===== src/rtl/regfile_pkg.sv =====
// Shared types for the integer register file and its pending-write scoreboard.
package regfile_pkg;

  localparam int unsigned XLEN_DEF  = 32;
  localparam int unsigned CNT_W_DEF = 2;
  localparam int unsigned CNT_MAX   = (1 << CNT_W_DEF) - 1;

  typedef logic [4:0]          reg_idx_t;
  typedef logic [XLEN_DEF-1:0] xlen_t;

  typedef struct packed {
    logic     wb_en;
    reg_idx_t wb_rd;
    xlen_t    wb_data;
  } rf_wr_t;

endpackage


===== src/rtl/regfile_scoreboard_if.sv =====
// Decode/write-back side bundle of the register file: WB port, two read ports, issue port.
interface regfile_scoreboard_if
  import regfile_pkg::*;
#(
  parameter int unsigned XLEN = 32
);
  logic            wb_en;
  reg_idx_t        wb_rd;
  logic [XLEN-1:0] wb_data;
  reg_idx_t        rs1_addr;
  reg_idx_t        rs2_addr;
  logic            rs1_used;
  logic            rs2_used;
  logic            iss_valid;
  logic            iss_wb;
  reg_idx_t        iss_rd;
  logic [XLEN-1:0] rs1_data;
  logic [XLEN-1:0] rs2_data;
  logic            stall;
  logic            sb_err;

  modport master (
    output wb_en, wb_rd, wb_data, rs1_addr, rs2_addr, rs1_used, rs2_used,
           iss_valid, iss_wb, iss_rd,
    input  rs1_data, rs2_data, stall, sb_err
  );

  modport slave (
    input  wb_en, wb_rd, wb_data, rs1_addr, rs2_addr, rs1_used, rs2_used,
           iss_valid, iss_wb, iss_rd,
    output rs1_data, rs2_data, stall, sb_err
  );
endinterface


===== src/rtl/regfile_scoreboard_sb_counter.sv =====
// Per-register pending-writer counter; inc and dec together leave it unchanged.
module sb_counter
  import regfile_pkg::*;
#(
  parameter int unsigned CNT_W = CNT_W_DEF
) (
  input  logic             clk,
  input  logic             arst_n,
  input  logic             inc_i,
  input  logic             dec_i,
  output logic [CNT_W-1:0] cnt_o,
  output logic             zero_o,
  output logic             full_o
);

  logic [CNT_W-1:0] cnt_q, cnt_d;

  always_comb begin
    cnt_d = cnt_q;
    if (inc_i && !dec_i)      cnt_d = cnt_q + CNT_W'(1);
    else if (dec_i && !inc_i) cnt_d = cnt_q - CNT_W'(1);
  end

  always_ff @(posedge clk or negedge arst_n) begin
    if (!arst_n) cnt_q <= '0;
    else         cnt_q <= cnt_d;
  end

  assign cnt_o  = cnt_q;
  assign zero_o = (cnt_q == '0);
  assign full_o = &cnt_q;

endmodule


===== src/rtl/regfile_scoreboard.sv =====
// Register file x0..x(NREGS-1) with write-through bypass and a pending-write scoreboard.
module regfile_scoreboard
  import regfile_pkg::*;
#(
  parameter int unsigned XLEN  = XLEN_DEF,
  parameter int unsigned NREGS = 32,
  parameter int unsigned CNT_W = CNT_W_DEF
) (
  input  logic                 clk,
  input  logic                 arst_n,
  regfile_scoreboard_if.slave  bus
);

  logic [XLEN-1:0]  regs_q [NREGS];
  logic [CNT_W-1:0] cnt    [NREGS];
  logic             zero_v [NREGS];
  logic             full_v [NREGS];
  logic             hz1, hz2, full, acc;
  logic             sb_err_q, sb_err_d;

  // x0 never has producers in flight
  assign cnt[0]    = '0;
  assign zero_v[0] = 1'b1;
  assign full_v[0] = 1'b0;

  for (genvar r = 1; r < NREGS; r++) begin : g_cnt
    logic inc, dec;
    assign inc = acc && (bus.iss_rd == reg_idx_t'(r));
    assign dec = bus.wb_en && (bus.wb_rd == reg_idx_t'(r)) && !zero_v[r];
    sb_counter #(.CNT_W(CNT_W)) u_cnt (
      .clk    (clk),
      .arst_n (arst_n),
      .inc_i  (inc),
      .dec_i  (dec),
      .cnt_o  (cnt[r]),
      .zero_o (zero_v[r]),
      .full_o (full_v[r])
    );
  end

  // A source stops waiting the cycle its last producer retires; the bypass carries the value.
  assign hz1 = bus.rs1_used && (bus.rs1_addr != '0) && !zero_v[bus.rs1_addr]
            && !(bus.wb_en && (bus.wb_rd == bus.rs1_addr) && (cnt[bus.rs1_addr] == CNT_W'(1)));
  assign hz2 = bus.rs2_used && (bus.rs2_addr != '0) && !zero_v[bus.rs2_addr]
            && !(bus.wb_en && (bus.wb_rd == bus.rs2_addr) && (cnt[bus.rs2_addr] == CNT_W'(1)));
  assign full = bus.iss_wb && (bus.iss_rd != '0) && full_v[bus.iss_rd]
             && !(bus.wb_en && (bus.wb_rd == bus.iss_rd));

  assign bus.stall = bus.iss_valid && (hz1 || hz2 || full);
  assign acc       = bus.iss_valid && !bus.stall && bus.iss_wb && (bus.iss_rd != '0);

  assign bus.rs1_data = (bus.rs1_addr == '0) ? '0 :
                        (bus.wb_en && (bus.wb_rd == bus.rs1_addr)) ? bus.wb_data :
                        regs_q[bus.rs1_addr];
  assign bus.rs2_data = (bus.rs2_addr == '0) ? '0 :
                        (bus.wb_en && (bus.wb_rd == bus.rs2_addr)) ? bus.wb_data :
                        regs_q[bus.rs2_addr];

  assign sb_err_d   = sb_err_q || (bus.wb_en && (bus.wb_rd != '0) && zero_v[bus.wb_rd]);
  assign bus.sb_err = sb_err_q;

  always_ff @(posedge clk or negedge arst_n) begin
    if (!arst_n) begin
      for (int unsigned i = 0; i < NREGS; i++) regs_q[i] <= '0;
      sb_err_q <= 1'b0;
    end else begin
      if (bus.wb_en && (bus.wb_rd != '0)) regs_q[bus.wb_rd] <= bus.wb_data;
      sb_err_q <= sb_err_d;
    end
  end

endmodule


===== src/flat_wrapper.sv =====
// flat-port wrapper written by rule: the top's interface ports become plain ports
module regfile_scoreboard_flat import regfile_pkg::*;
#(
  parameter int unsigned XLEN  = XLEN_DEF,
  parameter int unsigned NREGS = 32,
  parameter int unsigned CNT_W = CNT_W_DEF
)
  (clk, arst_n, bus_wb_en, bus_wb_rd, bus_wb_data, bus_rs1_addr, bus_rs2_addr, bus_rs1_used, bus_rs2_used, bus_iss_valid, bus_iss_wb, bus_iss_rd, bus_rs1_data, bus_rs2_data, bus_stall, bus_sb_err);
  regfile_scoreboard_if #(.XLEN(XLEN)) bus_i ();
  input  logic clk;
  input  logic arst_n;
  input wire logic [$bits(bus_i.wb_en)-1:0] bus_wb_en;
  input wire logic [$bits(bus_i.wb_rd)-1:0] bus_wb_rd;
  input wire logic [$bits(bus_i.wb_data)-1:0] bus_wb_data;
  input wire logic [$bits(bus_i.rs1_addr)-1:0] bus_rs1_addr;
  input wire logic [$bits(bus_i.rs2_addr)-1:0] bus_rs2_addr;
  input wire logic [$bits(bus_i.rs1_used)-1:0] bus_rs1_used;
  input wire logic [$bits(bus_i.rs2_used)-1:0] bus_rs2_used;
  input wire logic [$bits(bus_i.iss_valid)-1:0] bus_iss_valid;
  input wire logic [$bits(bus_i.iss_wb)-1:0] bus_iss_wb;
  input wire logic [$bits(bus_i.iss_rd)-1:0] bus_iss_rd;
  output wire logic [$bits(bus_i.rs1_data)-1:0] bus_rs1_data;
  output wire logic [$bits(bus_i.rs2_data)-1:0] bus_rs2_data;
  output wire logic [$bits(bus_i.stall)-1:0] bus_stall;
  output wire logic [$bits(bus_i.sb_err)-1:0] bus_sb_err;
  assign bus_i.wb_en = bus_wb_en;
  assign bus_i.wb_rd = bus_wb_rd;
  assign bus_i.wb_data = bus_wb_data;
  assign bus_i.rs1_addr = bus_rs1_addr;
  assign bus_i.rs2_addr = bus_rs2_addr;
  assign bus_i.rs1_used = bus_rs1_used;
  assign bus_i.rs2_used = bus_rs2_used;
  assign bus_i.iss_valid = bus_iss_valid;
  assign bus_i.iss_wb = bus_iss_wb;
  assign bus_i.iss_rd = bus_iss_rd;
  assign bus_rs1_data = bus_i.rs1_data;
  assign bus_rs2_data = bus_i.rs2_data;
  assign bus_stall = bus_i.stall;
  assign bus_sb_err = bus_i.sb_err;
  regfile_scoreboard #(.XLEN(XLEN), .NREGS(NREGS), .CNT_W(CNT_W)) u_core (.clk(clk), .arst_n(arst_n), .bus(bus_i));
endmodule

===== config.mk =====
export PLATFORM = sky130hd
export DESIGN_NAME = regfile_scoreboard_flat
export DESIGN_NICKNAME = d
export VERILOG_FILES = /design/src/rtl/regfile_pkg.sv /design/src/rtl/regfile_scoreboard_if.sv /design/src/rtl/regfile_scoreboard_sb_counter.sv /design/src/rtl/regfile_scoreboard.sv /design/src/flat_wrapper.sv
export SDC_FILE = /design/constraint.sdc
export NUM_CORES = 2
export LEC_CHECK = 0
export CAP_MARGIN = 20
export CORE_MARGIN = 5
export CORE_UTILIZATION = 35
export CTS_BUF_LIST = sky130_fd_sc_hd__clkbuf_4
export CTS_CLUSTER_DIAMETER = 80
export DETAILED_ROUTE_END_ITERATION = 8
export GPL_ROUTABILITY_DRIVEN = 0
export SYNTH_ARGS = -nofsm -noshare
export SYNTH_HDL_FRONTEND = slang
export SYNTH_SLANG_ARGS = --single-unit

===== constraint.sdc =====
create_clock -name clk -period 5.8 [get_ports clk]
set_clock_uncertainty 0.15 [all_clocks]
set_input_delay 0.58 -clock clk [delete_from_list [all_inputs] [get_ports clk]]
set_output_delay 0.58 -clock clk [all_outputs]
set_load 0.05 [all_outputs]

# ---- After elaboration in Yosys (flattened, before gate mapping)
# Cells that the tools add are included.
dict set report word_totals {
  output_inout_bits 66
  input_bits 59
  word_cells 672
  ff_bits 1087
}
dict set report classes {
  bitwise_logic 4
  mux 93
  add_sub_neg 62
  n_lt_le_gt_ge 5
  n_eq_ne 67
  reduce_logical 377
}
# operator n
set op_table {}
lappend op_table {{$bwmux W1024} 1}
lappend op_table {{$bmux W32 S5} 2}
lappend op_table {{$mux W32} 9}
lappend op_table {{$logic_and A1 B1 Y1} 176}
lappend op_table {{$demux W32 S5} 1}
lappend op_table {{$eq A5 B5 Y1 const B} 32}
lappend op_table {{$mux W2} 66}
lappend op_table {{$logic_not A1 Y1} 99}
lappend op_table {{$eq A5 B4 Y1 const B} 16}
lappend op_table {{$add A2 B1 Y2 const B} 31}
lappend op_table {{$logic_not A2 Y1} 31}
lappend op_table {{$reduce_and A2 Y1} 31}
lappend op_table {{$reduce_bool A2 Y1} 31}
lappend op_table {{$sub A2 B1 Y2 const B} 31}
lappend op_table {{$eq A5 B3 Y1 const B} 8}
lappend op_table {{$ge A6 B6 Y1 const B} 4}
lappend op_table {{$not A5 Y6} 4}
lappend op_table {{$bmux W1 S5} 4}
lappend op_table {{$bmux W2 S5} 2}
lappend op_table {{$eq A5 B2 Y1 const B} 4}
lappend op_table {{$reduce_bool A5 Y1} 4}
lappend op_table {{$eq A5 B5 Y1} 3}
lappend op_table {{$eq A5 B1 Y1 const B} 2}
lappend op_table {{$logic_not A5 Y1} 2}
lappend op_table {{other kinds (4)} 14}

# ---- Longest topological paths before layout
dict set report depth {
  depth_word 20
  mapped_depth 15
  ltp_nobuf 11
}

# ---- Cells and area by module
# Synthesis repeated with hierarchy kept, for this count alone.
dict set report unflattened {
  cells_unflattened 3933
  area_unflattened_um2 60553.1
}
# mod cells_each area_per_inst_um2 seq_area_each_um2 n_inst
set by_module_without_submodules {}
lappend by_module_without_submodules {regfile_scoreboard 3623 57217.4 25649.6 1}
lappend by_module_without_submodules {sb_counter 10 107.6 50.0 31}

# ---- Worst setup path before layout
# Ideal clock, no wire load.
dict set report synth_path {
  path_kind {input-to-output}
  from {in bus_rs2_addr[1]}
  to {out bus_rs2_data[10]}
  n_path_buf 5
  stages 9
  path_slack_ns 1.708
  arrival_time_ns 3.362
  required_ns 5.070
  cell_sequence {buf_2 > clkbuf_1 > buf_2 > buf_2 > buf_2 > mux4_2 > mux4_2 > mux2i_1 > a211oi_1}
}
dict set report synth_via {
  elab_chain_len 6
  word_cells_on_any_way 9
  cone_classes {1 x eq/ne; 5 x mux; 1 x bitwise; 2 x reduce/logical}
}
# element line_no
set synth_rtl {}
lappend synth_rtl {{from (decl)} flat_wrapper.sv:16} ;# input wire logic [$bits(bus_i.rs2_addr)-1:0] bus_rs2_addr;
lappend synth_rtl {{$not A5 Y6 (not written as such)} regfile_scoreboard.sv:57} ;# regs_q[bus.rs2_addr];
lappend synth_rtl {{$bmux W32 S5} regfile_scoreboard.sv:57}
lappend synth_rtl {{$mux W32 (not written as such) (2 in a row)} regfile_scoreboard.sv:57}
lappend synth_rtl {{$mux W32} regfile_scoreboard.sv:56} ;# (bus.wb_en && (bus.wb_rd == bus.rs2_addr)) ? bus.wb_data :
lappend synth_rtl {{$mux W32 *} regfile_scoreboard.sv:55} ;# assign bus.rs2_data = (bus.rs2_addr == '0) ? '0 :
lappend synth_rtl {{to (decl)} flat_wrapper.sv:23} ;# output wire logic [$bits(bus_i.rs2_data)-1:0] bus_rs2_data;
# Mark *: on every way between the ends. The rest lies on a longest branch, timed or not. The select of a mux whose other input is x is not followed.

# ---- Worst setup path after layout
dict set report layout_path {
  from {in bus_wb_rd[4]}
  to {out bus_rs1_data[1]}
}
dict set report layout_via {
  elab_chain_len 4
}
# element line_no
set layout_rtl {}
lappend layout_rtl {{from (decl)} flat_wrapper.sv:13} ;# input wire logic [$bits(bus_i.wb_rd)-1:0] bus_wb_rd;
lappend layout_rtl {{$eq A5 B5 Y1} regfile_scoreboard.sv:53} ;# (bus.wb_en && (bus.wb_rd == bus.rs1_addr)) ? bus.wb_data :
lappend layout_rtl {{$logic_and A1 B1 Y1} regfile_scoreboard.sv:53}
lappend layout_rtl {{$mux W32} regfile_scoreboard.sv:53}
lappend layout_rtl {{$mux W32} regfile_scoreboard.sv:52} ;# assign bus.rs1_data = (bus.rs1_addr == '0) ? '0 :
lappend layout_rtl {{to (decl)} flat_wrapper.sv:22} ;# output wire logic [$bits(bus_i.rs1_data)-1:0] bus_rs1_data;
# Every way passes these cells.

==> summary.md <==
| Metric | Value |
|---|---|
| Max-cap viol count | 0 |
| Crit path arrival time | 4.91 ns |
| Leading cell type in the layout, fill and taps excluded | dfrtp_1 |
| CTS tree | yes |
| Syn Area/Cell | ~15 sq um |
| WL final | approximately 190 mm |
| Synth area leaders | dfrtp_1 45%, mux4_2 25%, mux2_2 19% |
| Setup_tns | 0 ns |
| Ys flop type | dfrtp_1 |
| Crit path launch type | input port |
| Worst-path maximum fanout | 24 |
| Core box area | 0.171 sq mm |
| Rel. slew slack | 0.201 |
| Largest family of logic cells by synthesized area | multiplexers |
| Ys async rst share | 1.00 |
| Clock Root Buffer | clkbuf_4 |
| P_leak | ~29 nW |
| Largest net degree at the start of global routing | ~160 |
| Adder-Cell Fraction of Synth Area | 0.00644 |
| Antenna Nets Post-Route | 0 |
| DR vias | about 39,000 |
| First-pass GRT wire length | 281 mm |
| Critical path type | in2out |
| Worst-margin pin slew | 1.20 ns |
| RSZ-0062 raised after global routing | no |
| Initial antenna violation count | 4 |
| EDFF count, synth | 0 |
| Slew Viols, Final | 0 |
| Hold Path Class | in2reg |
| DP HPWL | 107 mm |
| Clock Latency Late Sink | between 1 and 1.5 ns |
| Die Height | 425 um |
| Initial Utilization | 0.352 |
| Simple-Gate Fraction of Synth Area | 0.0300 |
| Area leader, netlist | dfrtp_1 |
| Share of the synthesized area in the top cell type | 0.451 |
| Fmax achieved | 0.177 GHz |
| Avg Vias per Cell | about 6 |
| XOR/XNOR Fraction of Synth Area | 0.0157 |
| WP data required | 5.07 ns |
| Status | finished clean |
| Post-place setup slack | 0.862 ns |
| Die width | 425 um |
| FF+latch count, synth | 1,087 |
| Worst-path clk slew | 0.06 ns |
| Ports | 125 |
| Power per Cell Area | roughly 340 mW/mm^2 |
| Layout cells sized above 1 | 0.548 |
| Gr usage total | 0.211 |
| Most frequent cells in the layout | 1,087 x dfrtp_1, 992 x mux2_2, 664 x mux4_2, 448 x clkbuf_4, 140 x nor2_1 |
| H-Tree Depth | 5 |
| Drt pass-1 iters | 5 |
| Iteration-0 DRC Markers | between 2,000 and 3,000 |
| Seq/Total Area, Yosys | 0.451 |
| Finish-stage setup viols | 0 |
| Peak VDD IR | approximately 170 uV |
| Complex-gate fraction of the synthesized area | 0.0199 |
| CTS sink cnt | 1,087 |
| Clock tree buffer depth | 4 |
| Min Tclk post-route | 5.64 ns |
| CTS resizes | 0 |
| Mapped Nets | 4,048 |
| Synth cell types | 63 |
| Area growth, synth to finish | 13.3% |
| Fin nets | ~4,200 |
| Post-layout util | 0.399 |
| Total CTS buffers | 315 |
| Cell Area, Synth | 0.0603 sq mm |
| GR Overflow Total | 0 |
| Post-route DRC violation count | 0 |
| Vias in the first global route | a little over 40,000 |
| Fin. Hold Viols | 0 |
| Setup crit end kind | primary output |
| Row cnt | 152 |
| Post-Synthesis Cells | 3,958 |
| Die footprint | between 0.15 and 0.2 sq mm |
| Mux cell area share after synthesis | 0.445 |
| Routed WL per cell | 28.7 um |
| # port buffers | 124 |
| Final worst slack | 0.158 ns |
| Fin crit share | 0.973 |
| Synthesis Warnings | 0 |
## worst max-delay path: stages
cell and delay [ns]:
dlygate4sd3_1 0.60, clkdlybuf4s50_1 0.52, buf_4 0.25, xor2_1 0.10, nor4_1 0.44, nand3_4 0.46, a211oi_1 0.97, clkdlybuf4s50_1 0.97
## metrics by stage
| stage | instance area [sq um] | hold slack [ns] | total power, mW | instances |
|---|---|---|---|---|
| after floorplan | 60300 | 0.134 | 14.8 | 3958 |
| after global placement | 64000 | 0.226 | 16.5 | 6072 |
| after detailed placement | 64100 | 0.234 | 16.7 | 6075 |
| after CTS | 67800 | 0.00291 | 23.7 | 6600 |
| after global routing | 68300 | 0.0354 | 24.7 | 6624 |
| final | 68300 | 0.103 | 23.5 | 6626 |
## routing by layer
metal | global-route usage | up-vias | part of all wire
met5 | 0 | - | 0.000053
met2 | 0.343 | 1494 | 0.48
li1 | - | 15800 | -
met3 | 0.0399 | 402 | 0.064
met1 | 0.282 | 20900 | 0.42
met4 | 0.0780 | 2 | 0.034
## cells in the mapped netlist, types with 11 or more instances
| library cell | count |
|---|---|
| dfrtp_1 | 1087 |
| mux2_2 | 992 |
| mux4_2 | 664 |
| clkbuf_1 | 255 |
| nor2_1 | 154 |
| buf_2 | 121 |
| a211oi_1 | 68 |
| mux2i_1 | 68 |
| xor2_1 | 67 |
| buf_1 | 66 |
| nand2_1 | 49 |
| nor3_1 | 45 |
| xnor2_1 | 41 |
| o21ai_0 | 39 |
| ha_1 | 31 |
| nand3_1 | 25 |
| nand2b_1 | 23 |
| nand3b_1 | 15 |
| nor2b_1 | 12 |
| inv_1 | 11 |
## kinds of logic after synthesis
group / count (synthesis)
simple gates: 375
buf+inv: 464
mux: 1724
xor+xnor: 108
fa+ha+maj: 31
flops: 1087
compound gates: 169
## flip-flops by register name, indices dropped and copies added (netlist names)
signal / count
u_core.bus.sb_err: 1
u_core.g_cnt.u_cnt.cnt_o: 62
u_core.regs_q: 1024
## timing repair
item / in CTS / in global routing
hold endpoints to repair: 879 / 3
hold buffers: 8 / 2
setup endpoints to repair: 0 / 0
buffers inserted: 0 / 0
## final timing paths
| kind | slack, ns | depth (start not counted) | to | startpoint |
|---|---|---|---|---|
| min | 0.10 | 3 | u_core.regs_q[913] | bus_wb_data[17] |
| min in group asynchronous | 0.40 | 4 | u_core.g_cnt[25].u_cnt.cnt_o[0] | arst_n |
| max | 0.16 | 8 | bus_rs1_data[1] | bus_wb_rd[4] |
| max reg2reg | 2.10 | 13 | u_core.g_cnt[27].u_cnt.cnt_o[1] | u_core.g_cnt[5].u_cnt.cnt_o[0] |
| max in group asynchronous | 3.96 | 5 | u_core.regs_q[857] | arst_n |
| min reg2reg | 0.24 | 0 | u_core.regs_q[993] | u_core.regs_q[993] |
## cell type report
type                    count  area (sq um)
fillers                 15800        103000
repair buffers            283          3050
flip-flops and latches   1087         27200
diodes                      6          15.0
inverters                  16          65.1
clock buffers             448          3360
multi-input cells        2407         31400
clock inverters            69           297
well taps                2310          2890
## report_power, final
group	switching, mW	internal (mW)
Sequential	1.33	9.14
Combinational	2.65	3.48
Clock	3.34	3.57
Power figures use the tool's default switching activity.
